--- config.mk ---
export PLATFORM = sky130hd
export DESIGN_NAME = uart_prog_loader
export DESIGN_NICKNAME = d
export VERILOG_FILES = /design/src/rtl/uart_prog_loader.sv
export SDC_FILE = /design/constraint.sdc
export NUM_CORES = 1
export LEC_CHECK = 0
export CORE_AREA = 2 2 125 127
export DETAILED_ROUTE_END_ITERATION = 10
export DIE_AREA = 0 0 127 129
export GPL_TIMING_DRIVEN = 0
export PLACE_DENSITY = 0.61
export REMOVE_ABC_BUFFERS = 1
export SLEW_MARGIN = 5
export SYNTH_ARGS = -nofsm -noshare
export SYNTH_HDL_FRONTEND = slang
export SYNTH_SLANG_ARGS = --single-unit
--- constraint.sdc ---
create_clock -name clk -period 2.9 [get_ports clk]
set_input_delay 0.58 -clock clk [delete_from_list [all_inputs] [get_ports clk]]
set_output_delay 0.58 -clock clk [all_outputs]
set_load 0.01 [all_outputs]
--- src/rtl/uart_prog_loader.sv ---
// UART program loader: receives a length-prefixed image over 8N1 serial,
// packs it big-endian into 32-bit words and writes them to instruction memory,
// holding the CPU off for the duration of the transfer.
//
// Internal handshake: byte_valid is a 1-cycle pulse from the receiver, and
// rx_byte is stable in that cycle. There is no backpressure, so the loader
// consumes the byte in that cycle or drops it.
module uart_prog_loader #(
  parameter int CLKS_PER_BIT = 100,
  parameter int ADDR_WIDTH   = 14
) (
  input  logic                  clk,
  input  logic                  rst,
  input  logic                  uart_rx,
  input  logic                  start,
  output logic                  prog_we,
  output logic [ADDR_WIDTH-1:0] prog_addr,
  output logic [31:0]           prog_data,
  output logic                  cpu_hold,
  output logic                  busy,
  output logic                  done,
  output logic                  err
);

  localparam int CNT_W = $clog2(CLKS_PER_BIT);
  localparam logic [CNT_W-1:0] HALF_M1 = CNT_W'(CLKS_PER_BIT / 2 - 1);
  localparam logic [CNT_W-1:0] FULL_M1 = CNT_W'(CLKS_PER_BIT - 1);

  typedef enum logic [1:0] {RX_IDLE, RX_START, RX_DATA, RX_STOP} rx_state_t;
  typedef enum logic [2:0] {IDLE, LEN_HI, LEN_LO, DATA, DONE} ld_state_t;

  logic             rx_meta, rx_sync, rx_prev;
  rx_state_t        rx_state;
  logic [CNT_W-1:0] rx_cnt;
  logic [2:0]       rx_bit;
  logic [7:0]       rx_shift;
  logic [7:0]       rx_byte;
  logic             byte_valid;
  logic             frame_err;

  ld_state_t        state;
  logic [15:0]      len;
  logic [15:0]      word_idx;
  logic [1:0]       byte_idx;
  logic [23:0]      word_buf;
  logic             finish_pending;

  // Two-flop synchronizer plus one delayed copy for falling-edge detection.
  always_ff @(posedge clk) begin
    if (!rst) begin
      rx_meta <= 1'b1;
      rx_sync <= 1'b1;
      rx_prev <= 1'b1;
    end else begin
      rx_meta <= uart_rx;
      rx_sync <= rx_meta;
      rx_prev <= rx_sync;
    end
  end

  // 8N1 receiver: mid-bit sampling, glitch rejection on the start bit.
  always_ff @(posedge clk) begin
    if (!rst) begin
      rx_state   <= RX_IDLE;
      rx_cnt     <= '0;
      rx_bit     <= '0;
      rx_shift   <= '0;
      rx_byte    <= '0;
      byte_valid <= 1'b0;
      frame_err  <= 1'b0;
    end else begin
      byte_valid <= 1'b0;
      frame_err  <= 1'b0;
      case (rx_state)
        RX_IDLE: begin
          rx_cnt <= '0;
          if (rx_prev && !rx_sync) rx_state <= RX_START;
        end
        RX_START: begin
          if (rx_cnt == HALF_M1) begin
            rx_cnt   <= '0;
            rx_bit   <= '0;
            rx_state <= rx_sync ? RX_IDLE : RX_DATA;
          end else begin
            rx_cnt <= rx_cnt + CNT_W'(1);
          end
        end
        RX_DATA: begin
          if (rx_cnt == FULL_M1) begin
            rx_cnt   <= '0;
            rx_shift <= {rx_sync, rx_shift[7:1]};
            if (rx_bit == 3'd7) rx_state <= RX_STOP;
            else                rx_bit   <= rx_bit + 3'd1;
          end else begin
            rx_cnt <= rx_cnt + CNT_W'(1);
          end
        end
        RX_STOP: begin
          if (rx_cnt == FULL_M1) begin
            rx_cnt   <= '0;
            rx_state <= RX_IDLE;
            if (rx_sync) begin
              byte_valid <= 1'b1;
              rx_byte    <= rx_shift;
            end else begin
              frame_err <= 1'b1;
            end
          end else begin
            rx_cnt <= rx_cnt + CNT_W'(1);
          end
        end
        default: rx_state <= RX_IDLE;
      endcase
    end
  end

  // Loader: length header, word assembly, memory writes and status flags.
  always_ff @(posedge clk) begin
    if (!rst) begin
      state          <= IDLE;
      len            <= '0;
      word_idx       <= '0;
      byte_idx       <= '0;
      word_buf       <= '0;
      finish_pending <= 1'b0;
      prog_we        <= 1'b0;
      prog_addr      <= '0;
      prog_data      <= '0;
      cpu_hold       <= 1'b0;
      busy           <= 1'b0;
      done           <= 1'b0;
      err            <= 1'b0;
    end else begin
      prog_we <= 1'b0;
      if (frame_err) err <= 1'b1;
      case (state)
        IDLE, DONE: begin
          // start takes priority; a byte landing here is simply dropped
          if (start) begin
            state          <= LEN_HI;
            cpu_hold       <= 1'b1;
            busy           <= 1'b1;
            done           <= 1'b0;
            err            <= 1'b0;
            word_idx       <= '0;
            byte_idx       <= '0;
            finish_pending <= 1'b0;
          end
        end
        LEN_HI: begin
          if (byte_valid) begin
            len[15:8] <= rx_byte;
            state     <= LEN_LO;
          end
        end
        LEN_LO: begin
          if (byte_valid) begin
            len[7:0] <= rx_byte;
            if ({len[15:8], rx_byte} == 16'd0) begin
              state    <= DONE;
              cpu_hold <= 1'b0;
              busy     <= 1'b0;
              done     <= 1'b1;
            end else begin
              state <= DATA;
            end
          end
        end
        DATA: begin
          if (finish_pending) begin
            // completion lands the cycle after the final write strobe
            finish_pending <= 1'b0;
            state          <= DONE;
            cpu_hold       <= 1'b0;
            busy           <= 1'b0;
            done           <= 1'b1;
          end else if (byte_valid) begin
            byte_idx <= byte_idx + 2'd1;
            if (byte_idx == 2'd3) begin
              prog_we   <= 1'b1;
              prog_data <= {word_buf, rx_byte};
              prog_addr <= ADDR_WIDTH'(word_idx);
              word_idx  <= word_idx + 16'd1;
              // any index beyond the address space means the address wrapped
              if ((32'(word_idx) >> ADDR_WIDTH) != 32'd0) err <= 1'b1;
              if (word_idx == len - 16'd1) finish_pending <= 1'b1;
            end else begin
              word_buf <= {word_buf[15:0], rx_byte};
            end
          end
        end
        default: state <= IDLE;
      endcase
    end
  end

endmodule

==> impl_summary.txt, run 1 <==
----------------------------------------------------
[Outcome]
  Run status ... complete, no violations

[Synth]
  Cell taking the most area after synthesis ... dfxtp_1
  Mean instance size in the synthesized netlist ... slightly above 8 µm²
  Unique masters post-synth ... a little under 50
  Share of the yosys chip area belonging to registers ... 49.1%
  Most common flop cell mapped by yosys ... dfxtp_1
  Post-synth ARST share ... 0%
  Mapped Cells ... 714
  Top post-synthesis cells by count ... 173 x nand2_1, 145 x dfxtp_1, 94 x a21oi_1
  Count of warnings emitted by yosys ... 0
  Synth top area share ... 49.1%
  Most frequent cell after synthesis ... nand2_1
  Synth top area cells ... dfxtp_1 49%, nand2_1 11%, a21oi_1 8.0%, nor2_1 4.3%, mux2i_1 4.2%
  #FFs+latches synth ... approximately 150
  Number of synthesized flops with an enable pin ... 0
  Cell area after synthesis ... 5910 µm²

[Routing]
  First-pass iteration count of the detailed router ... 4
  Number of vias per cell ... about 5.1
  Drt drc ... 0
  Total Wirelength ... about 13 mm
  Antenna Violating Nets Remaining ... 0
  Average routed wire per standard cell ... 13.5 µm
  Number of vias after detailed routing ... about 4800
  Initial detailed-routing violation count ... around 280

[Critical path]
  Crit-path max cell delay ... 580 ps
  Required arrival time at the worst endpoint ... around 3200 ps
  FF-to-FF path depth ... 7
  Startpoint Class ... input port
  Data arrival time of the critical path ... 2820 ps
  Crit path max fanout ... 9
  Crit. End Element ... flop
  WP buf/inv ... 1
  Standard cell with the maximum stage delay on the critical path ... or4_4
  Class of the most critical setup path ... input port to flop
  Number of logic stages on the critical path including buffering ... 6
  Cell chain of the critical path ... clkdlybuf4s50_1 > or3b_4 > a21boi_4 > or4_4 > or3_1 > a21oi_1
  CP top delay family ... simple AND/OR/NAND/NOR gates

[Power]
  Sequential Power Share ... a little under half
  Net switching power ... between 0.0008 and 0.0009 W
  Worst vdd ir ... 0.000353 V
  Power per cell area ... 592 nW/µm²
  Combinational Power Share ... under 10%
  Switching power share of the total ... about a fifth
  Internal power ... around 0.0034 W
  Leakage component of the power ... about 2.5 nW
  Power share of the clock group ... 51.5%

[Global routing]
  Vias in the first global route ... 4529
  Leftover overflow at the end of global routing ... 0
  Global-route usage over all layers ... 16.1%
  Initial antenna violation count ... 0
  First-pass GRT wire length ... 21.3 mm
  Largest net degree at the start of global routing ... 64

[Clock network]
  Total clock buffers created by CTS ... 17
  Insertion delay of the later-clocked pin in the worst-skew pair ... 420 ps
  Maximum clock insertion buffer count ... 2
  Cell chosen for the clock root ... clkbuf_16
  Post-cts hold buffer count ... 0
  Clk pin slew, worst setup/hold paths ... 60 ps
  Count of clock tree sinks ... 145
  TritonCTS clock tree ... built
  H-Tree Level Count ... 4

[Final layout]
  Final-stage net count ... roughly 760
  Filler cells ... roughly 1400
  Area Overhead vs Synth ... 22.3%
  Total area of multi-input combinational cells ... 2820 µm²
  Sequential cell area ... 2900 µm²
  Share of final-layout standard cells stronger than drive strength 1 ... 6.41%
  Final core utilization ... roughly half
  Antenna fix cells ... 0

[Floorplan]
  Die W ... 127 µm
  Total Die Area ... between 15000 and 20000 µm²
  Num ports ... 55
  Starting utilization of the core area ... 39.5%
  Area of the core ... 15000 µm²
  Die Ht ... roughly 130 µm
  Row count ... 45

[Hold path]
  Number of cells on the worst hold path ... 1
  Worst hold path class ... flop to flop

[Timing]
  Final worst-path setup slack ... 405 ps
  Max-slew violation count ... 0
  Relative slew slack ... 41.1%
  Highest clock rate ... 401 MHz
  Number of endpoints with negative hold slack in the final report ... 0
  Setup-violating endpoint count in the final report ... 0
  Clock Skews ... 8.16 ps
  Final critical-path share of the clock period ... 86.0%
  Setup repair after global routing missed its margin ... false
  Actual transition at the worst max-transition pin ... 883 ps
  Shortest clock period the worst path allows after layout ... about 2500 ps

[Place]
  Routability congestion estimate ... around 0.85
  Post-Place Worst Slack ... -18.8 ps
  Port bufs ... 54
  Detail Placement HPWL ... a little under 9 mm

[Run]
  Maximum capacitance violations ... 0

----------------------------------------------------
-- area by class of cell --
| class | count | area share [%] |
|---|---|---|
| Clock inverter | 12 | 2.16 |
| Multi-Input combinational cell | 516 | 39.0 |
| Timing Repair Buffer | 59 | 8.52 |
| Clock buffer | 19 | 6.13 |
| Inverter | 14 | 0.762 |
| Tap cell | 188 | 3.25 |
| Sequential cell | 145 | 40.2 |
-- path summary, 6_finish.rpt --
| kind | startpoint | end | slack (ps) |
|---|---|---|---|
| hold / removal | rx_meta | rx_sync | 410 |
| hold reg to reg | rx_meta | rx_sync | 410 |
| setup / recovery | start | word_idx[5] | 410 |
| setup reg to reg | rx_cnt[0] | rx_bit[2] | 450 |
-- layer usage --
metal | up-vias | wire (µm) | GRT usage, %
met5 | - | 0 | 0
met4 | 0 | 171 | 5.04
met3 | 17 | 597 | 4.62
met2 | 86 | 6100 | 27.0
met1 | 2264 | 5970 | 20.1
li1 | 2479 | - | -
-- power by group through the flow --
stage	clock (W)	combinational (W)	sequential, W
after floorplan	0	0.0000410	0.00205
final	0.00221	0.0000718	0.00200
after CTS	0.00224	0.0000722	0.00200
after global placement	0	0.0000669	0.00205
after detailed placement	0	0.0000720	0.00205
after global routing	0.00234	0.0000787	0.00200
-- cells by family (layout without fill, tap and decap cells) --
| family | after synthesis | in the layout | share of synthesized area, % |
|---|---|---|---|
| and+or+nand+nor | 320 | 320 | 24.2 |
| DFF | 145 | 145 | 49.1 |
| AOI/OAI and AO/OA | 129 | 129 | 12.1 |
| buffers and inverters | 53 | 104 | 3.68 |
| xor gates and xnor gates | 35 | 35 | 5.19 |
| muxes | 25 | 25 | 4.23 |
| adders and majority gates | 7 | 7 | 1.48 |
-- flip-flops by register name (all words and copies together), names as in the netlist, 2 cells and up, named ones only --
register   cells
byte_idx       2
rx_cnt         7
word_idx      16
word_buf      24
rx_shift       8
rx_bit         3
len           16
prog_data     32
state          3
prog_addr     14
rx_byte        8
-- stage by stage --
| stage | std cells | hold WS, ps | total power [W] | cell area [µm²] | setup TNS, ps |
|---|---|---|---|---|---|
| 2_1_floorplan | 675 | 386 | 0.00209 | 5750 | -14.6 |
| 4_1_cts | 953 | 415 | 0.00432 | 7220 | 0 |
| 3_5_place_dp | 922 | 396 | 0.00212 | 6620 | -18.8 |
| 5_1_grt | 953 | 439 | 0.00442 | 7230 | 0 |
| 6_report | 953 | 411 | 0.00428 | 7230 | 0 |
| 3_3_place_gp | 917 | 390 | 0.00211 | 6520 | -135180 |
-- placed cells by master (no fill, tap or decap), types with 3 or more instances in the layout --
| cell type | netlist | final |
|---|---|---|
| inv_1 | 14 | 13 |
| nand3_1 | 12 | 11 |
| or4_1 | 5 | 5 |
| clkdlybuf4s50_1 | 0 | 54 |
| clkbuf_16 | 0 | 17 |
| mux2i_1 | 25 | 25 |
| a21oi_1 | 94 | 94 |
| o21ai_0 | 11 | 11 |
| or3_1 | 9 | 9 |
| nor4b_1 | 3 | 3 |
| nor4_1 | 7 | 5 |
| nand2_1 | 173 | 173 |
| nor2_1 | 68 | 68 |
| bufinv_16 | 0 | 3 |
| inv_6 | 0 | 3 |
| dfxtp_1 | 145 | 145 |
| ha_1 | 7 | 7 |
| xor2_1 | 11 | 11 |
| clkinv_2 | 0 | 3 |
| nand3b_1 | 3 | 3 |
| nand4_1 | 3 | 3 |
| xnor2_1 | 24 | 24 |
| buf_12 | 0 | 3 |
| a22oi_1 | 3 | 3 |
| nor3_1 | 14 | 14 |
| nor3b_1 | 4 | 3 |
| a31oi_1 | 5 | 5 |
| nand2b_1 | 4 | 4 |
| nor2b_1 | 3 | 3 |
-- what timing repair did --
item,CTS,global route
buffers inserted,0,0
gates resized for setup,0,1
setup endpoints to repair,0,1
hold endpoints to repair,0,0
Power figures use the tool's default switching activity.
==> run 2, diff against run 1 <==
SKIP_CTS_REPAIR_TIMING = 1   (was default)
==> results of run 2 <==
Same layout as run 1: the final DEF is identical, and so are final timing and power.
==> run 3, diff against run 2 <==
ABC_AREA = 1   (was default)
CORE_AREA = 2 2 126 128   (was 2 2 125 127)
DIE_AREA = 0 0 128 130   (was 0 0 127 129)
PLACE_DENSITY = 0.68   (was 0.61)
==> impl_summary.txt, run 3 <==
----------------------------------------------------
[Final layout]
  Biggest registers after layout ... prog_data x32, word_buf x24
  Share of final-layout standard cells stronger than drive strength 1 ... 7.34% (+0.94 points)
  Area Overhead vs Synth ... 20.9%
  Final-stage net count ... 856 (+12%)
  Most common cell after layout, fill and taps aside ... nor2_1
  Filler cells ... 1506 (+5.9%)
  Most used cells in the layout excluding fill and tap cells ... 171 x nor2_1, 145 x dfxtp_1, 112 x o21ai_0
  Antenna fix cells ... 0 (unchanged)
  Post-layout instance count excluding filler cells ... 1050 (+10%)
  Layout Cell Area excl Fill ... 7310 µm² (+1.1%)
  Largest register by flop count ... prog_data
  Flip-flop count of the largest register, all copies and words added ... 32 (unchanged)

[Place]
  Port bufs ... 54 (unchanged)
  Cell count after placement ... 1018 (+10%)
  Routability congestion estimate ... 0.882 (+4.1%)
  Detail Placement HPWL ... 8.56 mm (-1.0%)
  Standard cell area after detailed placement ... 6700 µm² (+1.2%)

[Clock network]
  Total clock buffers created by CTS ... 17 (unchanged)
  Maximum clock insertion buffer count ... 2 (unchanged)
  TritonCTS clock tree ... built
  Cell chosen for the clock root ... clkbuf_16
  H-Tree Level Count ... 4 (unchanged)
  Count of clock tree sinks ... 145 (unchanged)
  Insertion delay of the later-clocked pin in the worst-skew pair ... 420 ps (about the same)
  Clk pin slew, worst setup/hold paths ... 60 ps (about the same)

[Critical path]
  Class of the most critical setup path ... flop to flop
  Crit path max fanout ... 42 (+33)
  Crit. End Element ... flop
  Required arrival time at the worst endpoint ... 3240 ps (about the same)
  Startpoint Class ... flop
  Data arrival time of the critical path ... 2850 ps (+30 ps)

[Global routing]
  Leftover overflow at the end of global routing ... 0 (unchanged)
  First-pass GRT wire length ... 21.5 mm (+1.3%)
  Initial antenna violation count ... 0 (unchanged)
  Largest net degree at the start of global routing ... 108 (+69%)
  Vias in the first global route ... 4527 (-0.044%)
  Global-route usage over all layers ... 15.9% (-0.14 points)

[Synth]
  Top post-synthesis cells by count ... 171 x nor2_1, 145 x dfxtp_1, 112 x o21ai_0
  Unique masters post-synth ... 41 (-16%)
  Synthesized-area fraction occupied by ao, oa, aoi and oai cells ... 16.6% (+4.5 points)
  Area share of xor/xnor cells in the synthesized design ... 2.75% (-2.4 points)
  Adder-cell area share of the yosys netlist ... 1.45% (-0.033 points)
  Cell area after synthesis ... 6050 µm² (+2.3%)
  Count of warnings emitted by yosys ... 0 (unchanged)
  Mapped Cells ... 804 (+13%)
  Synth top area share ... 48.0% (-1.1 points)
  Mean instance size in the synthesized netlist ... 7.52 µm² (-9.2%)
  Cell taking the most area after synthesis ... dfxtp_1
  Synth top area cells ... dfxtp_1 48%, nor2_1 11%, o21ai_0 9.3%, nand2_1 6.8%, a21oi_1 5.4%
  Most common flop cell mapped by yosys ... dfxtp_1
  Post-synth ARST share ... 0% (unchanged)
  #FFs+latches synth ... 145 (unchanged)
  Share of cell area taken by muxes after synthesis ... 0.166% (-4.1 points)
  Number of synthesized flops with an enable pin ... 0 (unchanged)
  Most frequent cell after synthesis ... nor2_1
  Share of the yosys chip area belonging to registers ... 48.0% (-1.1 points)
  Dominant combinational cell family by area after synthesis ... simple AND/OR/NAND/NOR gates
  Simple-gate portion of the synthesized area ... 24.9% (+0.64 points)

[Routing]
  Initial detailed-routing violation count ... 267 (-5.7%)
  Number of vias after detailed routing ... 5064 (+4.5%)
  Total Wirelength ... 12.9 mm (+0.40%)
  Antenna Violating Nets Remaining ... 0 (unchanged)
  Average routed wire per standard cell ... 12.3 µm (-8.9%)
  First-pass iteration count of the detailed router ... 5 (+1)
  Number of vias per cell ... 4.82 (-5.2%)
  Drt drc ... 0 (unchanged)

[Floorplan]
  Num ports ... 55 (unchanged)
  Area of the core ... 15400 µm² (+3.0%)
  Total Die Area ... 16600 µm² (+1.6%)
  Starting utilization of the core area ... 39.2% (-0.28 points)
  Row count ... 46 (+2.2%)
  Die Ht ... 130 µm (+0.78%)
  Die W ... 128 µm (+0.79%)

[Hold path]
  Worst hold path class ... flop to flop

[Timing]
  Smallest hold slack ... 416 ps (+5.87 ps)
  Actual transition at the worst max-transition pin ... 1010 ps (+124 ps)
  Max-slew violation count ... 0 (unchanged)
  Number of endpoints with negative hold slack in the final report ... 0 (unchanged)
  Setup-violating endpoint count in the final report ... 0 (unchanged)
  Setup repair after global routing missed its margin ... false
  Setup_tns ... 0 ps (unchanged)
  Clock Skews ... 12.3 ps (+4.13 ps)
  Relative slew slack ... 32.7% (-8.4 points)
  Highest clock rate ... 399 MHz (-0.56%)
  Final critical-path share of the clock period ... 86.5% (+0.49 points)
  Shortest clock period the worst path allows after layout ... 2510 ps (+14.1 ps)

[Outcome]
  Run status ... complete, no violations

[Power]
  Power per cell area ... 636 nW/µm² (+7.4%)
  Worst vdd ir ... 0.000451 V (+28%)
  Leakage component of the power ... 2.97 nW (+21%)

[Run]
  Maximum capacitance violations ... 0 (unchanged)

----------------------------------------------------
-- run 3: cell count changes in the layout (fill, tap and decap cells not counted), sizes merged, moves of 5 or more --
cell and change:
nor2 +112, mux2i -24, nor4 -5, xnor2 -17, a21oi -29, nand3 +8
o21ai +102, or4 -7, inv +46, nand2 -58, or3 -9
-- run 3: kinds of logic (layout without fill, tap and decap cells) --
logic type | Yosys count | in the layout
compound gates | 191 | 191
flops | 145 | 145
mux | 1 | 1
buf+inv | 93 | 147
fa+ha+maj | 7 | 7
simple gates | 348 | 348
xor+xnor | 19 | 19
-- run 3: metal layers --
layer  vias to the layer above  share of wire (%)  global-route usage, %
met5                         -                  0                      0
met2                        73                 46                   25.7
met1                      2276                 50                   21.5
met3                        12                2.9                   3.28
met4                         0                1.3                   5.37
li1                       2703                  -                      -
-- run 3: path summary, 6_finish.rpt --
| check | to | start | slack [ps] | depth (start not counted) |
|---|---|---|---|---|
| setup / recovery | prog_addr[2] | state[0] | 390 | 7 |
| hold / removal | rx_sync | rx_meta | 420 | 1 |
| setup reg to reg | prog_addr[2] | state[0] | 390 | 7 |
| hold reg to reg | rx_sync | rx_meta | 420 | 1 |
-- run 3: through the flow --
step	setup slack, ps	util [%]	power, W
3_5_place_dp	87.8	43.4	0.00246
6_report	391	47.4	0.00465
3_3_place_gp	-2730	43.3	0.00246
4_1_cts	128	47.4	0.00469
2_1_floorplan	617	-	0.00235
5_1_grt	80.1	47.4	0.00484
-- run 3: where the power goes --
group	switching [W]	leakage, nW	internal [W]
sequential	0.0000327	1.17	0.00203
combinational	0.000233	1.51	0.000121
clock	0.000869	0.294	0.00137
-- run 3: cell type report --
type | instances | area, µm² | share of cell area [%]
well taps | 192 | 240 | 3.29
clock inverters | 14 | 179 | 2.45
multi-input cells | 566 | 2780 | 38.0
repair buffers | 55 | 558 | 7.63
inverters | 60 | 225 | 3.08
flip-flops and latches | 145 | 2900 | 39.7
clock buffers | 18 | 429 | 5.87
-- run 3: worst max-delay path: stages, from the launching register on --
cell	delay, ps
dfxtp_1	420
nand3_4	160
inv_2	110
nand2_1	570
inv_2	620
buf_12	260
o21ai_0	90
a21oi_1	170
